### src/rtl/multichannel_averager_pkg.sv
// multichannel_averager_pkg
//   Shared definitions for the multichannel averager:
//   - mode_e           : averaging mode encodings (block / sliding)
//   - rounding_offset  : constant added before the final >> M shift
package multichannel_averager_pkg;

  typedef enum logic {
    MODE_BLOCK   = 1'b0,
    MODE_SLIDING = 1'b1
  } mode_e;

  // Half of one LSB of the result (2^(m-1)) when rounding is enabled,
  // otherwise zero so the shift simply truncates.
  function automatic int rounding_offset(input int m, input int rnd_en);
    if (rnd_en != 0 && m > 0) begin
      return 1 << (m - 1);
    end
    return 0;
  endfunction

endpackage

### src/rtl/multichannel_averager_avg_channel.sv
// avg_channel
//   Datapath for one channel: N+M bit accumulator, 2^M-entry history
//   ring (used in sliding mode) and the registered N-bit average.
//   Ports:
//     cclk, rstb     clock / synchronous active-low reset
//     accept         sample on raw is consumed this edge
//     clear          drop accumulator contents (mode change)
//     ptr            shared history ring index
//     last_in_block  this sample completes a window (block: counter wrap,
//                    sliding: ring becomes full)
//     fill_done      ring already full before this sample, so hist[ptr]
//                    holds a live sample that leaves the window now
//     mode_q         registered mode
//     raw            channel sample
//     averaged       registered average
module avg_channel
  import multichannel_averager_pkg::*;
#(
  parameter int N     = 8,
  parameter int M     = 2,
  parameter int ROUND = 0
) (
  input  logic         cclk,
  input  logic         rstb,
  input  logic         accept,
  input  logic         clear,
  input  logic [M-1:0] ptr,
  input  logic         last_in_block,
  input  logic         fill_done,
  input  mode_e        mode_q,
  input  logic [N-1:0] raw,
  output logic [N-1:0] averaged
);

  localparam int W = N + M;
  localparam logic [W:0] RND = (W + 1)'(rounding_offset(M, ROUND));

  logic [N-1:0] hist_mem [2**M];
  logic [W-1:0] acc_reg, acc_next;
  logic [W-1:0] hist_rd;
  logic [W-1:0] acc_sum;
  logic [W:0]   rnd_sum;
  logic [N-1:0] averaged_reg, averaged_next;
  logic         sliding;

  assign sliding = (mode_q == MODE_SLIDING);

  always_comb begin
    // Entries not written since the last clear are exactly the ones the
    // pointer has not yet wrapped onto, so they read as zero until full.
    hist_rd = '0;
    if (sliding && fill_done) begin
      hist_rd = {{M{1'b0}}, hist_mem[ptr]};
    end
    // Wrap-around in the subtraction is harmless: the true window sum
    // always fits in W bits.
    acc_sum = acc_reg + {{M{1'b0}}, raw} - hist_rd;
    rnd_sum = {1'b0, acc_sum} + RND;

    acc_next      = acc_reg;
    averaged_next = averaged_reg;
    if (clear) begin
      acc_next = '0;
    end else if (accept) begin
      if (sliding) begin
        acc_next = acc_sum;
        if (last_in_block || fill_done) begin
          averaged_next = rnd_sum[M +: N];
        end
      end else if (last_in_block) begin
        acc_next      = '0;
        averaged_next = rnd_sum[M +: N];
      end else begin
        acc_next = acc_sum;
      end
    end
  end

  always_ff @(posedge cclk) begin
    if (!rstb) begin
      acc_reg      <= '0;
      averaged_reg <= '0;
    end else begin
      acc_reg      <= acc_next;
      averaged_reg <= averaged_next;
    end
  end

  // History ring has no reset; its stale contents are masked by fill_done.
  always_ff @(posedge cclk) begin
    if (rstb && !clear && accept && sliding) begin
      hist_mem[ptr] <= raw;
    end
  end

  assign averaged = averaged_reg;

endmodule

### src/rtl/multichannel_averager.sv
// multichannel_averager
//   Averages C unsigned N-bit channels over a 2^M-sample window in
//   block (decimating) or sliding (boxcar) mode, with optional
//   round-half-up.
//   Ports:
//     cclk      clock, rising edge
//     rstb      synchronous active-low reset
//     ena       sample strobe
//     mode      0 = block, 1 = sliding (a change restarts averaging)
//     raw       packed samples, channel k at [k*N +: N]
//     averaged  packed registered averages, same packing
//     valid     one-cycle strobe: averaged updated on this edge
module multichannel_averager
  import multichannel_averager_pkg::*;
#(
  parameter int N     = 8,
  parameter int M     = 2,
  parameter int C     = 2,
  parameter int ROUND = 0
) (
  input  logic           cclk,
  input  logic           rstb,
  input  logic           ena,
  input  logic           mode,
  input  logic [C*N-1:0] raw,
  output logic [C*N-1:0] averaged,
  output logic           valid
);

  localparam logic [M:0]   FILL_FULL = (M + 1)'(2**M);
  localparam logic [M:0]   FILL_LAST = (M + 1)'(2**M - 1);
  localparam logic [M-1:0] CNT_LAST  = '1;

  mode_e        mode_q_reg;
  mode_e        mode_in;
  logic [M-1:0] cnt_reg;
  logic [M-1:0] ptr_reg;
  logic [M:0]   fill_reg;
  logic         valid_reg, valid_next;
  logic         clear, accept, sliding, fill_done, last_in_block;

  assign mode_in   = mode_e'(mode);
  // A mode change spends its edge on clearing; the sample is dropped.
  assign clear     = (mode_in != mode_q_reg);
  assign accept    = ena && !clear;
  assign sliding   = (mode_q_reg == MODE_SLIDING);
  assign fill_done = (fill_reg == FILL_FULL);
  assign last_in_block = sliding ? (fill_reg == FILL_LAST)
                                 : (cnt_reg == CNT_LAST);
  assign valid_next = accept && (last_in_block || (sliding && fill_done));

  always_ff @(posedge cclk) begin
    if (!rstb) begin
      mode_q_reg <= MODE_BLOCK;
      cnt_reg    <= '0;
      ptr_reg    <= '0;
      fill_reg   <= '0;
      valid_reg  <= 1'b0;
    end else begin
      valid_reg <= valid_next;
      if (clear) begin
        mode_q_reg <= mode_in;
        cnt_reg    <= '0;
        ptr_reg    <= '0;
        fill_reg   <= '0;
      end else if (accept) begin
        if (sliding) begin
          ptr_reg <= ptr_reg + 1'b1;
          if (!fill_done) begin
            fill_reg <= fill_reg + 1'b1;
          end
        end else begin
          cnt_reg <= cnt_reg + 1'b1;
        end
      end
    end
  end

  genvar gi;
  generate
    for (gi = 0; gi < C; gi++) begin : g_chan
      avg_channel #(
        .N     (N),
        .M     (M),
        .ROUND (ROUND)
      ) u_chan (
        .cclk          (cclk),
        .rstb          (rstb),
        .accept        (accept),
        .clear         (clear),
        .ptr           (ptr_reg),
        .last_in_block (last_in_block),
        .fill_done     (fill_done),
        .mode_q        (mode_q_reg),
        .raw           (raw[gi*N +: N]),
        .averaged      (averaged[gi*N +: N])
      );
    end
  endgenerate

  assign valid = valid_reg;

endmodule

### config.mk
export PLATFORM = sky130hd
export DESIGN_NAME = multichannel_averager
export DESIGN_NICKNAME = d
export VERILOG_FILES = /design/src/rtl/multichannel_averager_pkg.sv /design/src/rtl/multichannel_averager_avg_channel.sv /design/src/rtl/multichannel_averager.sv
export SDC_FILE = /design/constraint.sdc
export NUM_CORES = 1
export LEC_CHECK = 0
export ABC_AREA = 1
export BUFFER_PORTS_ARGS = -buffer_cell sky130_fd_sc_hd__buf_2
export CAP_MARGIN = 20
export CELL_PAD_IN_SITES_DETAIL_PLACEMENT = 0
export CELL_PAD_IN_SITES_GLOBAL_PLACEMENT = 2
export CORE_ASPECT_RATIO = 0.75
export CORE_UTILIZATION = 38
export DETAILED_ROUTE_END_ITERATION = 6
export PLACE_DENSITY = 0.87
export SYNTH_ARGS = -nofsm -noshare
export SYNTH_HDL_FRONTEND = slang
export SYNTH_HIERARCHICAL = 1
export SYNTH_SLANG_ARGS = --single-unit
### constraint.sdc
create_clock -name cclk -period 3.5 [get_ports cclk]
set_input_delay 0.175 -clock cclk [delete_from_list [all_inputs] [get_ports cclk]]
set_output_delay 0.175 -clock cclk [all_outputs]
set_load 0.01 [all_outputs]
==> flow_metrics.env <==
export IMPL_status="finished, final reports clean"
export IMPL_netSwitchingPower_mw=0.7578
export IMPL_async_flop_share_pct=0
export IMPL_path_class="flip-flop to flip-flop"
export IMPL_grt_start_max_net_pins=21
export IMPL_skew_ps=8.290
export IMPL_numPortBuffers=36
export IMPL_clkPwrFrac_pct=36.8
export IMPL_synthDominantCellAreaShare_pct=33.36
export IMPL_drive_gt1_share_pct=13.28
export IMPL_area_growth_pct=13.38
export IMPL_setup_viol=0
export IMPL_ys_seq_area_share_pct=49.00
export IMPL_hpwl_mm=9.804
export IMPL_ys_ff_latch=109
export IMPL_yosys_cell_types_count=31
export IMPL_drt_wl_total_mm=13.15
export IMPL_synth_top_area_cell="edfxtp_1"
export IMPL_num_antenna_cells=0
export IMPL_period_minus_slack_ps=3175
export IMPL_worst_pin_slew_ps=780.4
export IMPL_h_tree_depth=3
export IMPL_combPwrFrac_pct=13.4
export IMPL_holdPathStages=1
export IMPL_avgSynthCellArea_um2=8.808
export IMPL_cts_buffers=9
export IMPL_cts_tree="yes"
export IMPL_max_freq_mhz=315.0
export IMPL_first_iter_violations=337
export IMPL_floorplan_rows=38
export IMPL_cp_required_ps=3790
export IMPL_synth_edf_count=64
export IMPL_regArea_mm2=0.002823
export IMPL_cts_hold_buffers_added=0
export IMPL_power_density_mw_per_mm2=421.2
export IMPL_ctsResizeCount=0
export IMPL_hold_viol=0
export IMPL_worst_hold_slack_ps=51.49
export IMPL_hp_class="input pin to flip-flop"
export IMPL_grt_pass1_wl_mm=21.32
export IMPL_synth_top_cells_by_area="edfxtp_1 33%, dfxtp_1 16%, nand2_1 8.5%, inv_1 8.1%, fa_1 5.6%"
export IMPL_start_util_pct=39.34
export IMPL_first_pass_iters=5
export IMPL_rr_worst_depth=13
export IMPL_ant_nets=0
export IMPL_fin_crit_sh_pct=90.70
export IMPL_internal_power_mw=1.993
export IMPL_setup_tns_ps=0
export IMPL_worst_setup_path_start_kind="flip-flop"
export IMPL_mostFrequentLayoutCell="nand2_1"
export IMPL_synthFlopType="edfxtp_1"
export IMPL_core_mm2=0.01464
export IMPL_drc_errors=0
export IMPL_slew_headroom_pct=47.78
export IMPL_gp_congestion=0.8165
export IMPL_multiInputGateArea_mm2=0.002396
export IMPL_p_sw_share_pct=27.55
export IMPL_io_pins=37
export IMPL_fin_nets=761
export IMPL_largest_reg_flops=64
export IMPL_synth_area_mm2=0.005761
export IMPL_insertion_delay_ps=360
export IMPL_dieArea_mm2=0.01566
export IMPL_fin_util_pct=44.60
export IMPL_cts_clk_slew_worst_paths_ps=80
export IMPL_yosysWarnings=6
export IMPL_cts_buffer_depth=2
export IMPL_postSynthCellCount=654
export IMPL_nFillCells=1480
export IMPL_clock_sinks=109
export IMPL_arrival_ps=3460
export IMPL_peakVddDrop_uv=224.2
export IMPL_antenna_found_initial=0
export IMPL_drv_slew=0
export IMPL_maxCapViolCount=0
export IMPL_worst_path_max_fanout=20
export IMPL_final_cell_mix="130 x nand2_1, 124 x inv_1, 64 x edfxtp_1"
export IMPL_grtUsageTotal_pct=18.48
export IMPL_p_leak_nw=2.818
export IMPL_endpoint_kind="flip-flop"
export IMPL_fp_dieH_um=108.6
export IMPL_p_seq_share_pct=49.8
export IMPL_syn_num_nets=712
export IMPL_vias=4312
export IMPL_cts_root_buf="clkbuf_16"
export IMPL_die_x_um=144.2
export IMPL_routedWlPerCell_um=14.48
export IMPL_grt_pass1_vias=4077
export IMPL_rsz0062_at_grt="no"
export IMPL_overflow=0
export IMPL_post_cts_setup_buffers=0
export IMPL_avgViaCountPerCell=4.749
-- final timing paths --
kind                                                         to                   startpoint  slack, ps
worst max-delay path                g_chan[0].u_chan/acc_reg[4]                   ptr_reg[1]        330
worst min register to register      g_chan[0].u_chan/acc_reg[5]  g_chan[0].u_chan/acc_reg[5]        470
worst max register to register      g_chan[0].u_chan/acc_reg[4]                   ptr_reg[1]        330
worst min-delay path            g_chan[1].u_chan/hist_mem[0][2]                      raw[10]         50
-- power groups by stage --
stage	Clock [mW]	Sequential [mW]	Combinational, mW
global route	1.09	1.37	0.427
floorplan	0	1.40	0.267
global placement	0	1.40	0.368
detailed placement	0	1.40	0.368
CTS	1.05	1.37	0.371
finish	1.01	1.37	0.369
-- cells in the mapped netlist (3+ instances only) --
cell type,instances
a21oi_1,28
a21oi_2,4
a22oi_1,18
a31oi_1,16
clkbuf_1,6
clkinv_1,4
dfxtp_1,45
edfxtp_1,64
fa_1,16
ha_1,22
inv_1,124
inv_2,6
nand2_1,130
nand2_2,6
nand3_1,60
nand3b_1,4
nand4_1,4
nor2_1,53
nor2_2,5
nor2_4,3
nor3_1,4
o21ai_0,9
o21ai_1,3
xor2_1,7
-- final cells by class --
| type | count | area share, % |
|---|---|---|
| multi-input combinational | 401 | 36.69 |
| clock buffer | 9 | 3.448 |
| inverter | 134 | 7.701 |
| sequential | 109 | 43.22 |
| tap | 200 | 3.831 |
| timing repair buffer | 48 | 4.138 |
| clock inverter | 7 | 0.9770 |
-- routing by layer --
layer	global-route usage (%)	vias up	routed length (um)
met5	0	-	0
met4	4.361	0	120
met3	6.061	13	879
met2	24.98	96	5207
met1	28.03	1981	6943
li1	-	2222	-
-- metrics by stage --
step	setup WS, ps	instances	cell area, um^2	power [mW]
floorplan	761.3	654	5761	1.666
global placement	258.5	892	6228	1.768
detailed placement	184.6	892	6228	1.769
CTS	154.3	908	6518	2.794
global route	36.79	908	6531	2.888
finish	325.5	908	6531	2.751
-- cells by family (layout without fill, tap and decap cells) --
logic type	count (synthesis)	count (layout)	synth area share (%)
AOI/OAI and AO/OA	85	85	9.426
xor gates and xnor gates	9	9	1.368
adders and majority gates	38	38	10.34
buffers and inverters	144	198	9.644
DFF	109	109	49.00
and+or+nand+nor	269	269	20.22
-- worst max-delay path, cell delays in order, from the launching register on --
cell and delay (ps):
dfxtp_1 560, buf_4 320, nand3_1 100, a31oi_1 230
ha_1 270, inv_1 60, ha_1 180, inv_1 110
fa_1 410, nand3b_1 180, nand2_1 150, xor2_1 300
nand2_1 110, a21oi_1 130
(Power assumes the default switching activity.)
